[config.mk]
export PLATFORM = sky130hd
export DESIGN_NAME = cla_seq_adder_32bit
export DESIGN_NICKNAME = d
export VERILOG_FILES = /design/src/rtl/cla_seq_adder_32bit_pkg.sv /design/src/rtl/cla_seq_adder_32bit_slice.sv /design/src/rtl/cla_seq_adder_32bit.sv
export SDC_FILE = /design/constraint.sdc
export NUM_CORES = 1
export LEC_CHECK = 0
export ABC_AREA = 1
export CORE_MARGIN = 4
export CORE_UTILIZATION = 55
export CTS_BUF_LIST = sky130_fd_sc_hd__clkbuf_8
export DETAILED_ROUTE_END_ITERATION = 7
export PLACE_DENSITY = 0.82
export SYNTH_ARGS = -nofsm -noshare
export SYNTH_HDL_FRONTEND = slang
export SYNTH_HIERARCHICAL = 1
export SYNTH_SLANG_ARGS = --single-unit
[constraint.sdc]
create_clock -name clk -period 4.2 [get_ports clk]
set_input_delay 0.84 -clock clk [delete_from_list [all_inputs] [get_ports clk]]
set_output_delay 0.84 -clock clk [all_outputs]
set_load 0.05 [all_outputs]
[src/rtl/cla_seq_adder_32bit_pkg.sv]
// Shared constants for the multi-cycle carry-lookahead adder: default geometry
// and FSM state encodings.
package cla_seq_adder_32bit_pkg;

    localparam int WIDTH_DEF  = 32;
    localparam int SLICE_DEF  = 4;
    localparam int NSLICE_DEF = WIDTH_DEF / SLICE_DEF;

    localparam logic [1:0] ST_IDLE = 2'd0;
    localparam logic [1:0] ST_RUN  = 2'd1;
    localparam logic [1:0] ST_DONE = 2'd2;

    // Slice-index width; kept at least 1 so a single-slice build still elaborates.
    function automatic int idx_width(input int nslice);
        return (nslice > 1) ? $clog2(nslice) : 1;
    endfunction

endpackage

[src/rtl/cla_seq_adder_32bit_slice.sv]
// Combinational carry-lookahead slice: generate/propagate per bit, carries
// resolved inside the slice, carry vector exposed for overflow detection.
module cla_slice_4bit #(
    parameter int N = 4
) (
    input  logic [N-1:0] a,
    input  logic [N-1:0] b,
    input  logic         cin,
    output logic [N-1:0] sum,
    output logic [N-1:0] c
);

    logic [N-1:0] g;
    logic [N-1:0] p;

    genvar gi;
    generate
        for (gi = 0; gi < N; gi++) begin : g_gp
            assign g[gi] = a[gi] & b[gi];
            assign p[gi] = a[gi] | b[gi];
        end
    endgenerate

    // Walking a local carry avoids a combinational self-loop on c.
    always_comb begin
        logic cc;
        cc  = cin;
        sum = '0;
        c   = '0;
        for (int i = 0; i < N; i++) begin
            sum[i] = a[i] ^ b[i] ^ cc;
            cc     = g[i] | (p[i] & cc);
            c[i]   = cc;
        end
    end

endmodule

[src/rtl/cla_seq_adder_32bit.sv]
// Multi-cycle WIDTH-bit adder resolving one SLICE-bit lookahead slice per clock,
// LSB first, with the inter-slice carry held in a register.
module cla_seq_adder_32bit
    import cla_seq_adder_32bit_pkg::*;
#(
    parameter int WIDTH = WIDTH_DEF,
    parameter int SLICE = SLICE_DEF
) (
    input  logic             clk,
    input  logic             rst,
    input  logic             start,
    input  logic [WIDTH-1:0] a,
    input  logic [WIDTH-1:0] b,
    input  logic             carry_in,
    output logic             busy,
    output logic             done,
    output logic [WIDTH-1:0] sum,
    output logic             carry_out,
    output logic             overflow
);

    localparam int NSLICE = WIDTH / SLICE;
    localparam int IDXW   = idx_width(NSLICE);

    logic [1:0]       state_q, state_d;
    logic [IDXW-1:0]  idx_q, idx_d;
    logic [WIDTH-1:0] a_q, a_d;
    logic [WIDTH-1:0] b_q, b_d;
    logic             carry_q, carry_d;
    logic [WIDTH-1:0] acc_q, acc_d;
    logic [WIDTH-1:0] sum_q, sum_d;
    logic             cout_q, cout_d;
    logic             ovf_q, ovf_d;

    logic [SLICE-1:0] a_sl [NSLICE];
    logic [SLICE-1:0] b_sl [NSLICE];
    logic [SLICE-1:0] slice_sum;
    logic [SLICE-1:0] slice_c;

    genvar gi;
    generate
        for (gi = 0; gi < NSLICE; gi++) begin : g_split
            assign a_sl[gi] = a_q[gi*SLICE +: SLICE];
            assign b_sl[gi] = b_q[gi*SLICE +: SLICE];
        end
    endgenerate

    cla_slice_4bit #(
        .N(SLICE)
    ) u_slice (
        .a   (a_sl[idx_q]),
        .b   (b_sl[idx_q]),
        .cin (carry_q),
        .sum (slice_sum),
        .c   (slice_c)
    );

    always_comb begin
        state_d = state_q;
        idx_d   = idx_q;
        a_d     = a_q;
        b_d     = b_q;
        carry_d = carry_q;
        acc_d   = acc_q;
        sum_d   = sum_q;
        cout_d  = cout_q;
        ovf_d   = ovf_q;
        case (state_q)
            ST_RUN: begin
                for (int i = 0; i < NSLICE; i++) begin
                    if (idx_q == IDXW'(i)) begin
                        acc_d[i*SLICE +: SLICE] = slice_sum;
                    end
                end
                carry_d = slice_c[SLICE-1];
                idx_d   = idx_q + IDXW'(1);
                if (idx_q == IDXW'(NSLICE - 1)) begin
                    // Carry into the MSB is the second-to-last carry of the top slice.
                    sum_d   = acc_d;
                    cout_d  = slice_c[SLICE-1];
                    ovf_d   = slice_c[SLICE-1] ^ slice_c[SLICE-2];
                    idx_d   = '0;
                    state_d = ST_DONE;
                end
            end
            default: begin
                // IDLE and DONE both accept a new operation, giving back-to-back issue.
                if (start) begin
                    a_d     = a;
                    b_d     = b;
                    carry_d = carry_in;
                    idx_d   = '0;
                    state_d = ST_RUN;
                end else begin
                    state_d = ST_IDLE;
                end
            end
        endcase
    end

    always_ff @(posedge clk) begin
        if (rst) begin
            state_q <= ST_IDLE;
            idx_q   <= '0;
            a_q     <= '0;
            b_q     <= '0;
            carry_q <= 1'b0;
            acc_q   <= '0;
            sum_q   <= '0;
            cout_q  <= 1'b0;
            ovf_q   <= 1'b0;
        end else begin
            state_q <= state_d;
            idx_q   <= idx_d;
            a_q     <= a_d;
            b_q     <= b_d;
            carry_q <= carry_d;
            acc_q   <= acc_d;
            sum_q   <= sum_d;
            cout_q  <= cout_d;
            ovf_q   <= ovf_d;
        end
    end

    assign busy      = (state_q == ST_RUN);
    assign done      = (state_q == ST_DONE);
    assign sum       = sum_q;
    assign carry_out = cout_q;
    assign overflow  = ovf_q;

endmodule

Word-level counts from Yosys, hierarchy flattened
Index checks and enable logic that the tools add are counted.
- register bits: 136
- logic and storage cells: 74
- mux-type cells: 22
- equality and inequality tests: 10
- reduce and logical (&&, ||, !) cells: 4
- order comparisons: 1
- bitwise operators: 27
- $add $sub $neg: 1
- operators with widths (operator ; number):
    2-to-1 mux 4 bit ; 12
    binary-select mux 4 bit (select 3 bit) ; 2
    == test 3 bit, second input constant ; 4
    2-to-1 mux 3 bit ; 3
    XOR 1 bit ; 9
    AND 1 bit ; 8
    bitwise OR 1 bit ; 8
    == test 3 x 2 -> 1 bit, second input constant ; 2
    greater-or-equal comparator 4 bit, second input constant ; 1
    2-to-1 mux 2 bit ; 2
    NOT 3 -> 4 bit ; 1
    AND reduction 2 bit ; 2
    adder 3 x 1 -> 3 bit, second input constant ; 1
    == test 3 x 1 -> 1 bit, second input constant ; 1
    zero test 3 bit ; 1
    2-to-1 mux 1 bit ; 3
    == test 2 x 1 -> 1 bit, second input constant ; 1
    == test 2 bit, second input constant ; 1
    inequality test 2 x 1 -> 1 bit, second input constant ; 1
    nonzero test 2 bit ; 1
    NOT 1 bit ; 1

Logic depth before layout (Yosys ltp)
Gate-level depths: netlist (run 1).
- word-level depth: 14
- mapped depth: 16
- gate-level depth less buffers: 14

Hierarchy
Netlist (run 1), hierarchy kept.
- by module, submodules not included (module ; area each (µm²) ; times used ; cells an instance ; seq. area each (µm²)):
    cla_seq_adder_32bit ; 5865.6 ; 1 ; 905 ; 2642.5
    cla_slice_4bit ; 80.1 ; 1 ; 4 ; 0.0

Worst setup path after synthesis (run 1)
Ideal clock, no wire load.
- path kind: flip-flop to flip-flop
- start: register idx_q[1]
- end: register acc_q[19]
- cell stages (with the launch flop): 16
- data required time: 4.136 ns
- path slack: 0.858 ns
- arrival: 3.278 ns
- period minus slack after synthesis: 3.342 ns
- cells stage by stage: dfxtp_1 -> buf_2 -> clkinv_1 -> buf_2 -> nand3_1 -> nand2_1 -> nand2_1 -> nand2_1 -> fa_1 -> fa_1 -> fa_1 -> fa_1 -> inv_1 -> o21ai_0 -> nor2_1 -> nor2_1
- cells in the longest elaborated chain, start to end: 13
- elaborated cells on any way between the ends: 23
- ends and longest elaborated chain (what ; line ; text):
    start: declaration ; cla_seq_adder_32bit.sv:26 ; logic [IDXW-1:0] idx_q, idx_d;
    start signal: assignment ; cla_seq_adder_32bit.sv:114 ; idx_q <= idx_d;
    NOT 3 -> 4 bit (implied by the code) * ; cla_seq_adder_32bit.sv:51, cla_seq_adder_32bit.sv:52 ;
    binary-select mux 4 bit (select 3 bit) (on tied branches) ; cla_seq_adder_32bit.sv:51, cla_seq_adder_32bit.sv:52 ;
    2-to-1 mux 4 bit (on tied branches) (2 in a row) ; cla_seq_adder_32bit.sv:51, cla_seq_adder_32bit.sv:52 ;
    bitwise OR 1 bit ; cla_seq_adder_32bit_slice.sv:20 ; assign p[gi] = a[gi] | b[gi];
    AND 1 bit ; cla_seq_adder_32bit_slice.sv:32 ; cc = g[i] | (p[i] & cc);
    bitwise OR 1 bit * ; cla_seq_adder_32bit_slice.sv:32 ;
    via slice_c[0] ; cla_seq_adder_32bit.sv:38 ; logic [SLICE-1:0] slice_c;
    AND 1 bit * ; cla_seq_adder_32bit_slice.sv:32 ;
    bitwise OR 1 bit * ; cla_seq_adder_32bit_slice.sv:32 ;
    via slice_c[1] ; cla_seq_adder_32bit.sv:38 ;
    AND 1 bit * ; cla_seq_adder_32bit_slice.sv:32 ;
    bitwise OR 1 bit * ; cla_seq_adder_32bit_slice.sv:32 ;
    via slice_c[2] ; cla_seq_adder_32bit.sv:38 ;
    XOR 1 bit * ; cla_seq_adder_32bit_slice.sv:31 ; sum[i] = a[i] ^ b[i] ^ cc;
    via slice_sum[3] ; cla_seq_adder_32bit.sv:37 ; logic [SLICE-1:0] slice_sum;
    2-to-1 mux 4 bit * ; cla_seq_adder_32bit.sv:71 ; if (idx_q == IDXW'(i)) begin
    end signal: assignment ; cla_seq_adder_32bit.sv:108 ; acc_q <= '0;
    end signal: assignment ; cla_seq_adder_32bit.sv:118 ; acc_q <= acc_d;
    end: declaration ; cla_seq_adder_32bit.sv:30 ; logic [WIDTH-1:0] acc_q, acc_d;
The timed path passes the listed nets; every way through them passes the cells marked *. The select of a mux whose other input is x is not followed.
A chain may end at the register's enable or synchronous reset.

Worst setup path after layout (run 1)
- start: register idx_q[1]
- end: register acc_q[23]
Same word-level chain as after synthesis.

==> results of run 1 <==
==> cells in the final DEF (no fill, tap or decap), drive strengths merged <==
master	n
nand2	287
nor2	190
dfxtp	132
clkdlybuf4s50	103
o21ai	96
inv	96
nand3	47
clkbuf	20
buf	9
ha	6
fa	4
clkinv	4
a21oi	3
clkinvlp	3
bufinv	3
or2	1
xor2	1
==> per-stage QoR <==
| stage | hold slack (ns) | util, % | cell area, sq um |
|---|---|---|---|
| 3_5_place_dp | 0.432 | 67.0 | 6980 |
| 4_1_cts | 0.450 | 71.1 | 7410 |
| 6_report | 0.447 | 71.1 | 7410 |
| 2_1_floorplan | 0.455 | - | 5950 |
| 5_1_grt | 0.477 | 71.1 | 7410 |
| 3_3_place_gp | 0.427 | 67.0 | 6980 |
==> area by class of cell <==
cell class	count	share of cell area, %
Clock inverter	12	2.06
Clock buffer	20	3.71
Inverter	94	4.76
Multi-Input combinational cell	635	36.7
Tap cell	136	2.30
Sequential cell	132	35.7
Timing Repair Buffer	112	14.8
==> sequential cells by signal, indices dropped and copies added, names as in the netlist <==
signal     cells
a_q           32
acc_q         28
b_q           32
carry_out      1
carry_q        1
idx_q          3
overflow       1
state_q        2
sum           32
==> worst max-delay path, cell delays in order (launching register included) <==
cell and delay [ns]:
dfxtp_1 0.33, clkinv_1 0.44, nand3_1 0.24, nand2_1 0.07, nand2_1 0.06, nand2_1 0.09
fa_1 0.44, fa_1 0.39, fa_1 0.43, fa_1 0.63, inv_1 0.12, o21ai_0 0.27
nor2_1 0.07, nor2_1 0.13
==> cell families after synthesis <==
logic type	count (synthesis)	synth area share, %
adders and majority gates	10	2.61
AOI/OAI and AO/OA	99	8.33
and+or+nand+nor	525	34.6
DFF	132	44.4
buffers and inverters	142	9.85
xor gates and xnor gates	1	0.147
==> metal layers <==
metal  share of wire, %  vias up
met5                  0        -
met4                1.9        0
met3                5.3       23
met2                 49      164
met1                 44     2435
li1                   -     2927
==> report_power, final <==
| part | switching [uW] | leakage, uW | internal (uW) | total, uW |
|---|---|---|---|---|
| clock | 499 | 0.000213 | 635 | 1130 |
| sequential | 35.4 | 0.00108 | 1320 | 1360 |
| combinational | 276 | 0.00221 | 182 | 459 |
==> worst min path at each step <==
stage,start,to
after floorplan,a_q[0],a_q[0]
after global placement,sum[1],sum[1]
after detailed placement,sum[21],sum[21]
after CTS,sum[10],sum[10]
after global routing,sum[20],sum[20]
final,sum[21],sum[21]
==> impl_metrics.prom, run 1 <==
# TYPE chip_impl_metric gauge
chip_impl_metric{name="tightestPinTransition",unit="ns"} 0.779
chip_impl_info{name="setup.worst_path.end",value="acc_q[23]"} 1
chip_impl_metric{name="avgViaCountPerCell",unit=""} 4.86
chip_impl_info{name="outcome",value="completed"} 1
chip_impl_metric{name="cts_max_path_buffers",unit=""} 2
chip_impl_metric{name="finalHoldViolCount",unit=""} 0
chip_impl_metric{name="grt_usage",unit="%"} 22.1
chip_impl_info{name="worst_setup_path_end_kind",value="flip-flop"} 1
chip_impl_metric{name="number_of_drc_markers_in_iteration_0",unit=""} 309
chip_impl_metric{name="hold-path-cell-count",unit=""} 2
chip_impl_info{name="worstSetupStartpoint",value="idx_q[1]"} 1
chip_impl_metric{name="multiInputGateArea",unit="sq um"} 2720
chip_impl_metric{name="floorplan.rows",unit=""} 37
chip_impl_metric{name="postCtsSetupBuffers",unit=""} 0
chip_impl_metric{name="cts-hold-fix-buffers",unit=""} 0
chip_impl_metric{name="maximum_number_of_pins_on_one_net_before_global_route_repair",unit=""} 69
chip_impl_metric{name="fp.coreArea",unit="sq um"} 10400
chip_impl_metric{name="cts.sinks",unit=""} 132
chip_impl_info{name="top_usage_layer",value="met2"} 1
chip_impl_metric{name="grt_remaining_overflow",unit=""} 0
chip_impl_metric{name="gp_congestion",unit=""} 0.813
chip_impl_metric{name="max-slew-margin-rel",unit="%"} 48.0
chip_impl_metric{name="path_max_fanout",unit=""} 18
chip_impl_info{name="setup.worst_path.start_class",value="flip-flop"} 1
chip_impl_metric{name="grt_util_met1",unit="%"} 27.1
chip_impl_metric{name="design.die.area",unit="sq um"} 12500
chip_impl_metric{name="data_arrival_time_of_the_critical_path",unit="ns"} 4.14
chip_impl_metric{name="dpl.cell_count",unit=""} 1109
chip_impl_info{name="yosysMostFrequentCell",value="nand2_1"} 1
chip_impl_metric{name="detailedRoute.firstPassIterationCount",unit=""} 7
chip_impl_metric{name="global_route.usage.met3",unit="%"} 4.08
chip_impl_metric{name="global_route.usage.met2",unit="%"} 38.5
chip_impl_metric{name="htreeDepth",unit=""} 4
chip_impl_metric{name="setup_viol",unit=""} 0
chip_impl_metric{name="synth.cell_area",unit="sq um"} 5950
chip_impl_metric{name="worst_ep_required_time",unit="ns"} 4.56
chip_impl_metric{name="initial_antenna_violation_count",unit=""} 0
chip_impl_metric{name="nFillCells",unit=""} 885
chip_impl_info{name="root_buffer",value="clkbuf_8"} 1
chip_impl_metric{name="insertion_delay",unit="ns"} 0.43
chip_impl_metric{name="area.growth.synth_to_final",unit="%"} 24.6
chip_impl_metric{name="top_level_ports",unit=""} 104
chip_impl_metric{name="ratio_of_total_power_to_cell_area",unit="nW/um^2"} 398
chip_impl_info{name="cts_tree",value="yes"} 1
chip_impl_metric{name="synth_seq_cells",unit=""} 132
chip_impl_info{name="reg2reg_from",value="idx_q[1]"} 1
chip_impl_metric{name="drt-total-wl",unit="mm"} 13.4
chip_impl_info{name="timing.hold.worst.class",value="flip-flop to flip-flop"} 1
chip_impl_metric{name="cts-resized-gates",unit=""} 0
chip_impl_metric{name="max_cap_viol_count",unit=""} 0
chip_impl_metric{name="design_power_total",unit="uW"} 2950
chip_impl_metric{name="seqCellArea",unit="sq um"} 2640
chip_impl_metric{name="antennaDiodeCount",unit=""} 0
chip_impl_metric{name="post_layout_nonfiller_instances",unit=""} 1141
chip_impl_metric{name="synth_sequential_area_ratio",unit="%"} 44.4
chip_impl_metric{name="ff_to_ff_path_depth",unit=""} 13
chip_impl_metric{name="timing.final.max_slew_violations",unit=""} 0
chip_impl_metric{name="syn_nets",unit=""} 987
chip_impl_info{name="critical_path.reg2reg.endpoint",value="acc_q[23]"} 1
chip_impl_info{name="yosys-top-cells-count",value="nand2_1 (286), nor2_1 (188), dfxtp_1 (132)"} 1
chip_impl_metric{name="postSynthCellCount",unit=""} 909
chip_impl_metric{name="post_synth_edffs",unit=""} 0
chip_impl_metric{name="finalSetupTns",unit="ns"} 0
chip_impl_metric{name="r2r_slack",unit="ns"} 0.42
chip_impl_metric{name="synth.yosys.warnings",unit=""} 6
chip_impl_metric{name="drt_drc_violations_left",unit=""} 0
chip_impl_info{name="rsz_0062_raised_after_global_routing",value="no"} 1
chip_impl_info{name="yosys_most_used_dff",value="dfxtp_1"} 1
chip_impl_metric{name="fin_crit_sh",unit="%"} 90.1
chip_impl_metric{name="post-route-min-period",unit="ns"} 3.78
chip_impl_info{name="critPathKind",value="flip-flop to flip-flop"} 1
chip_impl_metric{name="postSynth.asyncResetShare",unit="%"} 0
chip_impl_metric{name="cts_made_buffers",unit=""} 17
chip_impl_metric{name="first_pass_grt_wire_length",unit="mm"} 23.0
chip_impl_metric{name="yosysUniqueCellTypes",unit=""} 22
chip_impl_metric{name="drt.antenna.violating_nets",unit=""} 0
chip_impl_metric{name="pre_cts_ws",unit="ns"} 0.535
chip_impl_metric{name="routed_wire_length_per_instance",unit="microns"} 11.7
chip_impl_metric{name="ir_drop",unit="mV"} 0.213
chip_impl_metric{name="via_count_of_the_first_global_routing_pass",unit=""} 5211
chip_impl_metric{name="layout-drive-gt1-share",unit="%"} 4.88
chip_impl_metric{name="die_width",unit="microns"} 112
chip_impl_metric{name="fin_ws",unit="ns"} 0.416
chip_impl_metric{name="nNetsFinal",unit=""} 1070
chip_impl_metric{name="port_buffers",unit=""} 103
chip_impl_metric{name="initial_utilization",unit="%"} 57.1
chip_impl_metric{name="fmax",unit="GHz"} 0.264
chip_impl_metric{name="detailedPlacementHpwl",unit="mm"} 9.33
chip_impl_metric{name="cts.clk_slew.worst_paths",unit="ns"} 0.07
chip_impl_metric{name="yosys.area.top_type_share",unit="%"} 44.4
chip_impl_metric{name="vias",unit=""} 5549
chip_impl_metric{name="fin_clk_skew",unit="ns"} 0.0108
chip_impl_metric{name="post_syn_area_per_cell",unit="sq um"} 6.54
chip_impl_info{name="synth_area_leaders",value="dfxtp_1 (44%), nand2_1 (18%), nor2_1 (12%), o21ai_0 (8.1%), inv_1 (5.6%)"} 1
chip_impl_metric{name="die_h",unit="microns"} 112
chip_impl_info{name="synth_largest_area_cell",value="dfxtp_1"} 1
chip_impl_metric{name="p_leak",unit="uW"} 0.00350
No activity file was read; power rests on OpenSTA's default activity.
==> run 2, diff against run 1 <==
--- a/config.mk
+++ b/config.mk
@@ -10,6 +10,7 @@
 export CORE_UTILIZATION = 55
 export CTS_BUF_LIST = sky130_fd_sc_hd__clkbuf_8
 export DETAILED_ROUTE_END_ITERATION = 7
+export GPL_ROUTABILITY_DRIVEN = 0
 export PLACE_DENSITY = 0.82
 export SYNTH_ARGS = -nofsm -noshare
 export SYNTH_HDL_FRONTEND = slang
==> results of run 2 <==
No change in the layout: final DEF, timing and power equal those of run 1.
